===== config.mk =====
export PLATFORM = sky130hd
export DESIGN_NAME = exhaustive_vector_sequencer_flat
export DESIGN_NICKNAME = d
export VERILOG_FILES = /design/src/rtl/exhaustive_vector_sequencer_pkg.sv /design/src/rtl/exhaustive_vector_sequencer_if.sv /design/src/rtl/exhaustive_vector_sequencer_misr.sv /design/src/rtl/exhaustive_vector_sequencer.sv /design/src/flat_wrapper.sv
export SDC_FILE = /design/constraint.sdc
export NUM_CORES = 1
export LEC_CHECK = 0
export ABC_CLOCK_PERIOD_IN_PS = 2750
export BUFFER_PORTS_ARGS = -buffer_cell sky130_fd_sc_hd__buf_4
export CORE_ASPECT_RATIO = 0.9
export CORE_MARGIN = 2
export CORE_UTILIZATION = 30
export DETAILED_ROUTE_END_ITERATION = 10
export MAX_ROUTING_LAYER = met4
export PLACE_DENSITY = 0.51
export SYNTH_ARGS = -nofsm -noshare
export SYNTH_HDL_FRONTEND = slang
export SYNTH_SLANG_ARGS = --single-unit

===== constraint.sdc =====
create_clock -name CK -period 2.75 [get_ports CK]
set_clock_uncertainty 0.15 [all_clocks]
set_input_delay 0.1375 -clock CK [delete_from_list [all_inputs] [get_ports CK]]
set_output_delay 0.1375 -clock CK [all_outputs]
set_load 0.01 [all_outputs]

===== src/rtl/exhaustive_vector_sequencer_pkg.sv =====
// Shared types and constants for the exhaustive vector sequencer.
package seq_pkg;

  typedef enum logic [2:0] {
    S_IDLE,
    S_SETTLE,
    S_CAPTURE,
    S_EMIT,
    S_DONE
  } seq_state_e;

  localparam logic [15:0] MISR_POLY = 16'h1021;

endpackage


===== src/rtl/exhaustive_vector_sequencer_if.sv =====
// Record stream between the sequencer and the logging/comparison side.
interface exhaustive_vector_sequencer_if #(
  parameter int N_IN  = 2,
  parameter int N_OUT = 1
);
  logic             rec_valid;
  logic             rec_ready;
  logic [N_IN-1:0]  rec_vec;
  logic [N_OUT-1:0] rec_resp;

  modport master (output rec_valid, rec_vec, rec_resp, input rec_ready);
  modport slave  (input rec_valid, rec_vec, rec_resp, output rec_ready);
endinterface


===== src/rtl/exhaustive_vector_sequencer_misr.sv =====
// Signature register folding each accepted record into a shift-XOR MISR.
module seq_misr #(
  parameter int               SIG_W = 16,
  parameter logic [SIG_W-1:0] POLY  = '0
) (
  input  logic             CK,
  input  logic             reset,
  input  logic             clear,
  input  logic             en,
  input  logic [SIG_W-1:0] data,
  output logic [SIG_W-1:0] sig
);

  logic [SIG_W-1:0] sig_d, sig_q;

  always_comb begin
    sig_d = sig_q;
    if (clear)
      sig_d = '0;
    else if (en)
      sig_d = {sig_q[SIG_W-2:0], 1'b0} ^ (sig_q[SIG_W-1] ? POLY : '0) ^ data;
  end

  always_ff @(posedge CK or negedge reset) begin
    if (!reset) sig_q <= '0;
    else        sig_q <= sig_d;
  end

  assign sig = sig_q;

endmodule


===== src/rtl/exhaustive_vector_sequencer.sv =====
// Sweeps a DUT through all 2^N_IN input vectors and streams {vector, response} records.
// Optional signature collection is enabled with `define SEQ_MISR_EN.
module exhaustive_vector_sequencer
  import seq_pkg::*;
#(
  parameter int N_IN   = 2,
  parameter int N_OUT  = 1,
  parameter int SETTLE = 1,
  parameter int SIG_W  = 16
) (
  input  logic                          CK,
  input  logic                          reset,
  input  logic                          start,
  output logic                          busy,
  output logic                          done,
  output logic [N_IN-1:0]               dut_in,
  input  logic [N_OUT-1:0]              dut_out,
  exhaustive_vector_sequencer_if.master rec,
  output logic [SIG_W-1:0]              sig
);

  localparam int CNT_W = (SETTLE > 1) ? $clog2(SETTLE + 1) : 1;
  localparam logic [CNT_W-1:0] CNT_INIT = CNT_W'(SETTLE);

  seq_state_e       state_d, state_q;
  logic [N_IN-1:0]  vec_d, vec_q;
  logic [CNT_W-1:0] cnt_d, cnt_q;
  logic             busy_d, busy_q;
  logic             done_d, done_q;
  logic             rec_valid_d, rec_valid_q;
  logic [N_IN-1:0]  rec_vec_d, rec_vec_q;
  logic [N_OUT-1:0] rec_resp_d, rec_resp_q;

  always_comb begin
    state_d     = state_q;
    vec_d       = vec_q;
    cnt_d       = cnt_q;
    rec_valid_d = rec_valid_q;
    rec_vec_d   = rec_vec_q;
    rec_resp_d  = rec_resp_q;
    case (state_q)
      S_IDLE: begin
        if (start) begin
          vec_d   = '0;
          cnt_d   = CNT_INIT;
          state_d = S_SETTLE;
        end
      end
      S_SETTLE: begin
        if (cnt_q != '0) cnt_d = cnt_q - CNT_W'(1);
        else             state_d = S_CAPTURE;
      end
      S_CAPTURE: begin
        rec_resp_d  = dut_out;
        rec_vec_d   = vec_q;
        rec_valid_d = 1'b1;
        state_d     = S_EMIT;
      end
      S_EMIT: begin
        if (rec.rec_ready) begin
          rec_valid_d = 1'b0;
          // last vector is checked before incrementing so vec never wraps
          if (&vec_q) begin
            state_d = S_DONE;
          end else begin
            vec_d   = vec_q + N_IN'(1);
            cnt_d   = CNT_INIT;
            state_d = S_SETTLE;
          end
        end
      end
      S_DONE:  state_d = S_IDLE;
      default: state_d = S_IDLE;
    endcase
    busy_d = (state_d != S_IDLE);
    done_d = (state_d == S_DONE);
  end

  always_ff @(posedge CK or negedge reset) begin
    if (!reset) begin
      state_q     <= S_IDLE;
      vec_q       <= '0;
      cnt_q       <= '0;
      busy_q      <= 1'b0;
      done_q      <= 1'b0;
      rec_valid_q <= 1'b0;
      rec_vec_q   <= '0;
      rec_resp_q  <= '0;
    end else begin
      state_q     <= state_d;
      vec_q       <= vec_d;
      cnt_q       <= cnt_d;
      busy_q      <= busy_d;
      done_q      <= done_d;
      rec_valid_q <= rec_valid_d;
      rec_vec_q   <= rec_vec_d;
      rec_resp_q  <= rec_resp_d;
    end
  end

  assign busy         = busy_q;
  assign done         = done_q;
  assign dut_in       = vec_q;
  assign rec.rec_valid = rec_valid_q;
  assign rec.rec_vec   = rec_vec_q;
  assign rec.rec_resp  = rec_resp_q;

`ifdef SEQ_MISR_EN
  logic             misr_clear, misr_en;
  logic [SIG_W-1:0] misr_data;

  assign misr_clear = (state_q == S_IDLE) && start;
  assign misr_en    = (state_q == S_EMIT) && rec.rec_ready;
  assign misr_data  = SIG_W'({rec_vec_q, rec_resp_q});

  seq_misr #(
    .SIG_W (SIG_W),
    .POLY  (SIG_W'(MISR_POLY))
  ) u_misr (
    .CK    (CK),
    .reset (reset),
    .clear (misr_clear),
    .en    (misr_en),
    .data  (misr_data),
    .sig   (sig)
  );
`else
  assign sig = '0;
`endif

endmodule


===== src/flat_wrapper.sv =====
// flat-port wrapper written by rule: the top's interface ports become plain ports
module exhaustive_vector_sequencer_flat import seq_pkg::*;
#(
  parameter int N_IN   = 2,
  parameter int N_OUT  = 1,
  parameter int SETTLE = 1,
  parameter int SIG_W  = 16
)
  (CK, reset, start, busy, done, dut_in, dut_out, sig, rec_rec_valid, rec_rec_vec, rec_rec_resp, rec_rec_ready);
  exhaustive_vector_sequencer_if #(.N_IN(N_IN), .N_OUT(N_OUT)) rec_i ();
  input  logic CK;
  input  logic reset;
  input  logic start;
  output logic busy;
  output logic done;
  output logic [N_IN-1:0] dut_in;
  input  logic [N_OUT-1:0] dut_out;
  output logic [SIG_W-1:0] sig;
  output wire logic [$bits(rec_i.rec_valid)-1:0] rec_rec_valid;
  output wire logic [$bits(rec_i.rec_vec)-1:0] rec_rec_vec;
  output wire logic [$bits(rec_i.rec_resp)-1:0] rec_rec_resp;
  input wire logic [$bits(rec_i.rec_ready)-1:0] rec_rec_ready;
  assign rec_rec_valid = rec_i.rec_valid;
  assign rec_rec_vec = rec_i.rec_vec;
  assign rec_rec_resp = rec_i.rec_resp;
  assign rec_i.rec_ready = rec_rec_ready;
  exhaustive_vector_sequencer #(.N_IN(N_IN), .N_OUT(N_OUT), .SETTLE(SETTLE), .SIG_W(SIG_W)) u_core (.CK(CK), .reset(reset), .start(start), .busy(busy), .done(done), .dut_in(dut_in), .dut_out(dut_out), .rec(rec_i), .sig(sig));
endmodule

==> flow_summary_export.csv, run 1 <==
group,metric,value,unit
placed_design,place_hpwl,825,um
worst_hold_path,hold_end,"u_core.done$_DFF_PN0_",
floorplanning,die_y,49.6,um
logic_synthesis,ys_seq_elements,12,
sta,rsz0062_at_grt,"false",
critical_path,crit_family,"flip-flops",
logic_synthesis,ys_async_sr_fraction,100,%
cts,ctsHtreeMaxLevel,1,
final_layout,area_delta_synth_final,15.5,%
detailed_routing,drc,0,
critical_path,reg2reg_depth,4,
critical_path,endpoint_kind,"flop",
pwr,p_leak,0.000398,uW
detailed_routing,drt-initial-drc-count,11,
placed_design,pre_cts_ws,1.31,ns
floorplanning,core_area,2180,sq um
final_layout,final_cells,110,
cts,cts_resized,0,
worst_hold_path,hold_start,"rec_rec_ready",
final_layout,multi_input_area,297,sq um
logic_synthesis,synth_warnings,0,
sta,slew_violations,0,
floorplanning,rows,16,
global_route,antenna_found_initial,0,
final_layout,seqCellArea,300,sq um
critical_path,arrival,1.45,ns
placed_design,gp_congestion,0.733,
final_layout,design_area,802,sq um
critical_path,cp-start-kind,"flop",
cts,cts_buffer_depth,2,
placed_design,place_area,736,sq um
sta,min_period_over_period,52.7,%
final_layout,final_net_count,90,
logic_synthesis,ys_types,24,
logic_synthesis,synth_cells,67,
global_route,grt_pass1_vias,393,
critical_path,cp_max_fo,5,
critical_path,critical_path_class,"flop to flop",
pwr,powerDensity,969,nW/um^2
critical_path,rr_endpoint,"u_core.dut_in[1]$_DFFE_PN0P_",
critical_path,r2r_setup_slack,1.30,ns
logic_synthesis,synth_most_common_cell,"buf_4",
logic_synthesis,yosysSeqAreaShare,43.2,%
logic_synthesis,synth_edf_count,0,
floorplanning,die_x,54.7,um
flow_run,maxCapViolCount,0,
sta,hold_viol_final,0,
outcome,status,"finished clean",
cts,insertion_delay,0.26,ns
critical_path,cp_data_required_time,2.75,ns
logic_synthesis,synth.cell_area,694,sq um
critical_path,slowest_stage,"dfrtp_1",
critical_path,slowest_delay,0.43,ns
worst_hold_path,holdPathStages,3,
detailed_routing,wl_per_cell,9.63,um
sta,clock.fmax,690,MHz
final_layout,n_antenna_cell,0,
sta,post-route-min-period,1.45,ns
sta,worst_slack,1.30,ns
pwr,vdd_drop_max,370,uV
detailed_routing,vias,465,
critical_path,rr_startpoint,"u_core.dut_in[1]$_DFFE_PN0P_",
detailed_routing,via_per_inst,4.23,
detailed_routing,drtAntennaViolNets,0,
global_route,grt_start_max_net_pins,13,
logic_synthesis,netlist.area_leader.share,43.2,%
global_route,grt_usage,9.02,%
logic_synthesis,ys_dominant_reg_cell,"dfrtp_1",
critical_path,cp_num_buf_inv,0,
final_layout,finalCoreUtilization,36.8,%
cts,cts_tree,"built",
floorplanning,start_util,31.8,%
logic_synthesis,synth.top_cells.by_area,"dfrtp_1 (43%), buf_4 (17%), mux2_4 (6.5%)",
critical_path,crit_chain,"ha_1 -> nand3b_1 -> a22oi_1 -> o22ai_1",
final_layout,nFillCells,222,
placed_design,io_buffers,12,
sta,fin_setup_tns,0,ns
detailed_routing,dr.pass1.iters,3,
cts,cts_made_buffers,3,
cts,path_clk_slew,0.08,ns
worst_hold_path,min_path_type,"primary input to flop",
sta,final-setup-viol-count,0,
global_route,grt_overflow,0,
logic_synthesis,ys_top_cells_by_count,"buf_4 (16), dfrtp_1 (12), nor2_1 (7), inv_1 (4)",
logic_synthesis,avgSynthCellArea,10.4,sq um
final_layout,layout-drive-gt1-share,27.7,%
critical_path,crit_start,"u_core.dut_in[1]$_DFFE_PN0P_",
floorplanning,io_pins,29,
placed_design,dp.cells,103,
cts,cts.sinks,12,
cts,cts-root-buf,"clkbuf_4",
global_route,grt_pass1_wl,1.66,mm
floorplanning,dieArea,2720,sq um
logic_synthesis,yosysTopAreaCell,"dfrtp_1",
detailed_routing,drt_wl_total,1.06,mm
==> repair_timing <==
action                                 CTS  global route
endpoints found under the hold margin   14             0
setup buffers                            0             0
hold buffers                             3             0
==> metal layers <==
metal / GRT usage (%) / wire length [um]
met5: - / 0
met4: 7.50 / 27
met3: 1.82 / 83
met2: 11.9 / 478
met1: 11.5 / 470
==> worst min-delay path, cell delays in order <==
cell and delay (ns):
buf_4 0.13, nand3_1 0.12, nor2_1 0.06
==> report_power, final <==
| part | total, uW | internal [uW] | switching [uW] |
|---|---|---|---|
| logic | 322 | 180 | 141 |
| clock network | 138 | 80.3 | 57.2 |
| registers | 318 | 243 | 74.8 |
==> cells by family (layout without fill, tap and decap cells) <==
group / count (synthesis) / count (layout) / synth area share (%)
AO/OA/AOI/OAI: 10 / 10 / 9.91
adder cells (fa/ha/maj): 1 / 1 / 1.80
buffers and inverters: 22 / 23 / 22.2
flip-flops: 12 / 12 / 43.2
multiplexers: 4 / 4 / 7.93
other: 1 / 16 / 0.540
AND/OR/NAND/NOR: 17 / 17 / 14.4
==> stage by stage <==
step,power [uW],hold slack [ns]
2_1_floorplan,572,-0.308
3_3_place_gp,645,-0.165
3_5_place_dp,645,-0.165
4_1_cts,789,0.0516
5_1_grt,846,0.0573
6_report,777,0.0631
==> worst max path at each step <==
stage | slack (ns) | endpoint | depth (start not counted)
final | 1.30 | u_core.dut_in[1]$_DFFE_PN0P_ | 4
after global routing | 1.22 | u_core.dut_in[1]$_DFFE_PN0P_ | 4
after CTS | 1.29 | u_core.dut_in[1]$_DFFE_PN0P_ | 4
after detailed placement | 1.31 | u_core.dut_in[1]$_DFFE_PN0P_ | 4
after global placement | 1.33 | u_core.dut_in[1]$_DFFE_PN0P_ | 4
after floorplan | 1.38 | u_core.dut_in[1]$_DFFE_PN0P_ | 4
==> sequential cells by signal (all words and copies together), names as in the netlist <==
register / cells
u_core.busy: 1
u_core.cnt_q: 1
u_core.done: 1
u_core.dut_in: 2
u_core.rec.rec_resp: 1
u_core.rec.rec_valid: 1
u_core.rec.rec_vec: 2
u_core.state_q: 3
==> area by class of cell <==
| cell class | instances | share of cell area [%] |
|---|---|---|
| Clock buffer | 4 | 4.52 |
| Inverter | 4 | 1.87 |
| Multi-Input combinational cell | 48 | 37.0 |
| Sequential cell | 12 | 37.4 |
| Tap cell | 27 | 4.21 |
| Timing Repair Buffer | 15 | 15.0 |
==> cell usage in the layout, fill, tap and decap left out, types with 2 or more instances in the layout <==
cell type       n
o22ai_1         2
buf_4          12
conb_1         16
a21oi_1         3
inv_1           4
dlygate4sd3_1   3
dfrtp_1        12
nand3_1         2
clkbuf_4        3
mux2_4          3
nor2_1          7
nand2_1         2
a22oi_1         2
No activity file was read; power rests on OpenSTA's default activity.
==> run 2, diff against run 1 <==
Settings changed: ABC_CLOCK_PERIOD_IN_PS 2750 to 1300, PLACE_DENSITY 0.51 to 0.53.
Clock period 2.75 ns to 1.3 ns, I/O delays scaled along.
==> flow_summary_export.csv, run 2 (synthesized netlist as in run 1, its figures left out) <==
group,metric,value,unit
floorplanning,start_util,31.8,%
pwr,p_leak,0.000424,uW
floorplanning,die_y,49.6,um
detailed_routing,drtAntennaViolNets,0,
placed_design,place_hpwl,945,um
final_layout,layout-drive-gt1-share,34.8,%
final_layout,seqCellArea,300,sq um
global_route,grt_overflow,0,
outcome,violations,"setup timing",
detailed_routing,drt_wl_total,1.23,mm
global_route,antenna_found_initial,0,
global_route,grt_pass1_vias,441,
global_route,grt_pass1_wl,1.84,mm
pwr,seqPwrFrac,35.9,%
floorplanning,io_pins,29,
detailed_routing,drc,0,
cts,insertion_delay,0.26,ns
global_route,grt_start_max_net_pins,13,
worst_hold_path,min_path_type,"primary input to asynchronous set/reset pin",
critical_path,endpoint_kind,"flop",
final_layout,final_net_count,96,
placed_design,pre_cts_ws,0.00492,ns
cts,cts_buffer_depth,2,
sta,final-setup-viol-count,1,
sta,clock.fmax,767,MHz
pwr,p_sw_share,35.1,%
sta,post-route-min-period,1.30,ns
floorplanning,rows,16,
cts,cts_made_buffers,3,
final_layout,design_area,850,sq um
detailed_routing,wl_per_cell,10.6,um
final_layout,largest_reg_flops,3,
pwr,p_int,1140,uW
final_layout,final_cells,116,
placed_design,place_area,783,sq um
detailed_routing,via_per_inst,4.16,
detailed_routing,dr.pass1.iters,4,
floorplanning,die_x,54.7,um
final_layout,multi_input_area,299,sq um
final_layout,nFillCells,232,
pwr,vdd_drop_max,764,uV
floorplanning,dieArea,2720,sq um
cts,post-cts-setup-buffers,0,
cts,ctsHtreeMaxLevel,1,
cts,cts_tree,"built",
global_route,grt_usage,10.0,%
sta,min_period_over_period,100,%
outcome,status,"finished, violations left",
pwr,clockPowerShare,16.7,%
critical_path,cp_max_fo,3,
critical_path,reg2reg_depth,4,
cts,cts.sinks,12,
sta,fin_setup_tns,-0.00400,ns
pwr,powerDensity,2060,nW/um^2
critical_path,cp-start-kind,"flop",
placed_design,gp_congestion,0.746,
sta,hold_viol_final,0,
final_layout,mostFrequentLayoutCells,"buf_4 (18), conb_1 (16), dfrtp_1 (12)",
flow_run,maxCapViolCount,0,
critical_path,arrival,1.30,ns
final_layout,area_delta_synth_final,22.3,%
sta,slew_violations,0,
placed_design,io_buffers,12,
final_layout,top_register,"u_core.state_q",
sta,rsz0062_at_grt,"true",
sta,worst_slack,-0.00400,ns
critical_path,cp_data_required_time,1.30,ns
cts,cts-root-buf,"clkbuf_4",
pwr,p_switching,615,uW
final_layout,layout_commonest_cell,"buf_4",
detailed_routing,drt-initial-drc-count,7,
placed_design,dp.cells,109,
cts,path_clk_slew,0.08,ns
detailed_routing,vias,483,
floorplanning,core_area,2180,sq um
final_layout,n_antenna_cell,0,
critical_path,critical_path_class,"flop to flop",
pwr,share_comb_of_total_power,47.4,%
-- run 2: cell types whose count changed in the layout (fill, tap and decap cells not counted), sizes merged --
cell / before / now
buf: 12 / 18
-- run 2: layout make-up --
class	count	share of cell area, %
multi-input cells	48	35.2
well taps	27	3.98
inverters	4	1.77
repair buffers	21	19.4
clock buffers	4	4.27
flip-flops and latches	12	35.3
-- run 2: worst paths after layout --
check | to | startpoint | slack [ns]
max | u_core.dut_in[1]$_DFFE_PN0P_ | u_core.dut_in[1]$_DFFE_PN0P_ | -0.004
min | u_core.busy$_DFF_PN0_ | reset | 0.02
max reg2reg | u_core.dut_in[1]$_DFFE_PN0P_ | u_core.dut_in[1]$_DFFE_PN0P_ | -0.004
min reg2reg | u_core.rec.rec_valid$_DFFE_PN0P_ | u_core.rec.rec_valid$_DFFE_PN0P_ | 0.35
max in group asynchronous | u_core.rec.rec_resp$_DFFE_PN0N_ | reset | 0.82
min in group CK | u_core.rec.rec_valid$_DFFE_PN0P_ | rec_rec_ready | 0.03
-- run 2: per-stage QoR --
step           hold WS (ns)  power [uW]  utilization [%]
2_1_floorplan        -0.381        1210                -
3_3_place_gp         -0.236        1450             35.9
3_5_place_dp         -0.237        1470             35.9
4_1_cts              0.0102        1780             38.9
5_1_grt              0.0122        1890             38.9
6_report             0.0156        1750             38.9
-- run 2: power by group through the flow --
stage          clock network [uW]  logic [uW]  registers (uW)
2_1_floorplan                   0         571             641
3_3_place_gp                    0         816             636
3_5_place_dp                    0         832             638
4_1_cts                       307         844             631
5_1_grt                       332         918             645
6_report                      293         831             630
-- run 2: critical path, cell delays in order (launching register included) --
cell      delay, ns
dfrtp_1        0.38
ha_2           0.19
nand3b_1       0.19
a22oi_1        0.19
o22ai_1        0.09
-- run 2: layer usage --
layer  vias to the layer above  part of all wire (%)  wire (um)  GRT usage [%]
met1                       219                    44        543           12.1
met5                         -                     0          0              -
met3                         2                   8.9        109           2.12
met2                        28                    45        552           14.3
li1                        234                     -          -              -
met4                         0                   1.8         22           7.50
-- run 2: repair_timing --
item | 4_1_cts | 5_1_grt
gates resized for setup | 1 | 0
pin swaps | 0 | 2
endpoints found under the hold margin | 15 | 0
hold buffers | 3 | 0
setup endpoints to repair | 2 | 7
==> run 3, diff against run 2 <==
Settings changed: ABC_AREA set to 0, ABC_CLOCK_PERIOD_IN_PS 1300 to 1200, PLACE_DENSITY 0.53 to 0.51.
Clock period 1.3 ns to 1.2 ns, I/O delays scaled along.
==> flow_summary_export.csv, run 3 (synthesized netlist as in run 1, its figures left out) <==
group,metric,value,unit
pwr,powerDensity,2210,nW/um^2
floorplanning,die_x,54.7,um
placed_design,pre_cts_ws,-0.128,ns
global_route,grt_usage,11.2,%
pwr,clockPowerShare,15.0,%
detailed_routing,drtAntennaViolNets,0,
critical_path,cp_max_fo,3,
sta,min_period_over_period,112,%
sta,post-route-min-period,1.35,ns
sta,worst_slack,-0.148,ns
pwr,p_leak,0.000477,uW
critical_path,rr_endpoint,"u_core.dut_in[0]$_DFFE_PN0P_",
final_layout,largest_reg_flops,3,
detailed_routing,drt_wl_total,1.31,mm
sta,slew_violations,0,
sta,hold_viol_final,0,
final_layout,finalCoreUtilization,44.6,%
final_layout,area_delta_synth_final,40.2,%
critical_path,endpoint_kind,"flop",
sta,fin_setup_tns,-0.733,ns
pwr,p_switching,751,uW
critical_path,cp_data_required_time,1.20,ns
detailed_routing,drt-initial-drc-count,4,
outcome,status,"finished, violations left",
cts,insertion_delay,0.27,ns
global_route,grt_pass1_wl,2.08,mm
critical_path,slowest_stage,"dfrtp_1",
floorplanning,die_y,49.6,um
sta,hold-worst-slack,0.00953,ns
critical_path,cp-start-kind,"flop",
critical_path,arrival,1.35,ns
floorplanning,core_area,2180,sq um
final_layout,seqCellArea,302,sq um
sta,rsz0062_at_grt,"true",
floorplanning,io_pins,29,
final_layout,nFillCells,215,
global_route,grt_start_max_net_pins,13,
final_layout,mostFrequentLayoutCells,"buf_4 (23), conb_1 (16), dfrtp_1 (11)",
outcome,violations,"setup timing",
final_layout,top_register,"u_core.state_q",
critical_path,crit_chain,"ha_2 -> nand3b_1 -> mux2i_1 -> o22ai_1",
final_layout,layout_commonest_cell,"buf_4",
flow_run,maxCapViolCount,0,
detailed_routing,drc,0,
final_layout,layout-drive-gt1-share,48.0,%
cts,cts_tree,"built",
critical_path,rr_startpoint,"u_core.dut_in[1]$_DFFE_PN0P_",
worst_hold_path,min_path_type,"primary input to asynchronous set/reset pin",
cts,cts_buffer_depth,2,
pwr,power.total,2150,uW
critical_path,r2r_setup_slack,-0.15,ns
detailed_routing,dr.pass1.iters,3,
pwr,p_sw_share,34.9,%
final_layout,multi_input_area,340,sq um
cts,cts.sinks,12,
floorplanning,dieArea,2720,sq um
placed_design,gp_congestion,0.674,
critical_path,critical_path_class,"flop to flop",
global_route,antenna_found_initial,0,
cts,cts_made_buffers,3,
pwr,seqPwrFrac,32.2,%
cts,ctsHtreeMaxLevel,1,
pwr,vdd_drop_max,907,uV
cts,cts-root-buf,"clkbuf_4",
final_layout,final_net_count,105,
global_route,grt_overflow,0,
pwr,p_int,1400,uW
final_layout,n_antenna_cell,0,
sta,clock.fmax,742,MHz
detailed_routing,via_per_inst,4.22,
detailed_routing,vias,528,
critical_path,slowest_delay,0.39,ns
critical_path,reg2reg_depth,4,
pwr,share_comb_of_total_power,52.8,%
placed_design,io_buffers,12,
floorplanning,rows,16,
cts,path_clk_slew,0.08,ns
detailed_routing,wl_per_cell,10.5,um
floorplanning,start_util,31.8,%
sta,final-setup-viol-count,7,
global_route,grt_pass1_vias,492,
## run 3: routing by layer
metal / part of all wire [%] / vias up / global-route usage (%)
li1: - / 253 / -
met1: 42 / 253 / 13.2
met2: 50 / 20 / 16.9
met3: 6.3 / 2 / 1.82
met4: 1.4 / 0 / 7.50
met5: 0 / - / -
## run 3: final cells by class
type / instances / area share [%]
sequential: 12 / 31.0
clock buffer: 4 / 3.73
tap: 27 / 3.47
multi-input combinational: 48 / 35.0
inverter: 4 / 1.54
timing repair buffer: 30 / 25.3
## run 3: worst max-delay path: cells and delay by family, from the launching register on
| kind | cells | cell delay, ns |
|---|---|---|
| DFF | 1 | 0.39 |
| and+or+nand+nor | 1 | 0.22 |
| AOI/OAI and AO/OA | 1 | 0.09 |
| adders and majority gates | 1 | 0.20 |
| muxes | 1 | 0.19 |
## run 3: worst max-delay path by stage
stage / to / cells after the start / start
floorplan: u_core.dut_in[1]$_DFFE_PN0P_ / 4 / u_core.dut_in[1]$_DFFE_PN0P_
global placement: u_core.dut_in[1]$_DFFE_PN0P_ / 4 / u_core.dut_in[1]$_DFFE_PN0P_
detailed placement: u_core.dut_in[1]$_DFFE_PN0P_ / 4 / u_core.dut_in[1]$_DFFE_PN0P_
CTS: u_core.dut_in[1]$_DFFE_PN0P_ / 4 / u_core.dut_in[1]$_DFFE_PN0P_
global route: u_core.cnt_q$_DFFE_PN0P_ / 4 / u_core.dut_in[1]$_DFFE_PN0P_
finish: u_core.dut_in[0]$_DFFE_PN0P_ / 4 / u_core.dut_in[1]$_DFFE_PN0P_
## run 3: metrics by stage
stage / instances / cell area (sq um)
5_1_grt: 125 / 973
4_1_cts: 123 / 916
3_5_place_dp: 115 / 828
6_report: 125 / 973
3_3_place_gp: 115 / 828
2_1_floorplan: 82 / 753
## run 3: timing repair
action | in CTS | in global routing
buffers inserted | 0 | 2
hold buffers | 4 | 0
setup endpoints to repair | 8 | 10
gates cloned | 0 | 0
pin swaps | 2 | 1
endpoints found under the hold margin | 16 | 0
gates resized for setup | 3 | 10
## run 3: power by group through the flow
stage	Sequential (uW)	Clock (uW)	Combinational [uW]
after floorplan	695	0	618
after global placement	687	0	975
after detailed placement	690	0	979
after CTS	691	335	1030
after global routing	718	353	1260
final	693	322	1140
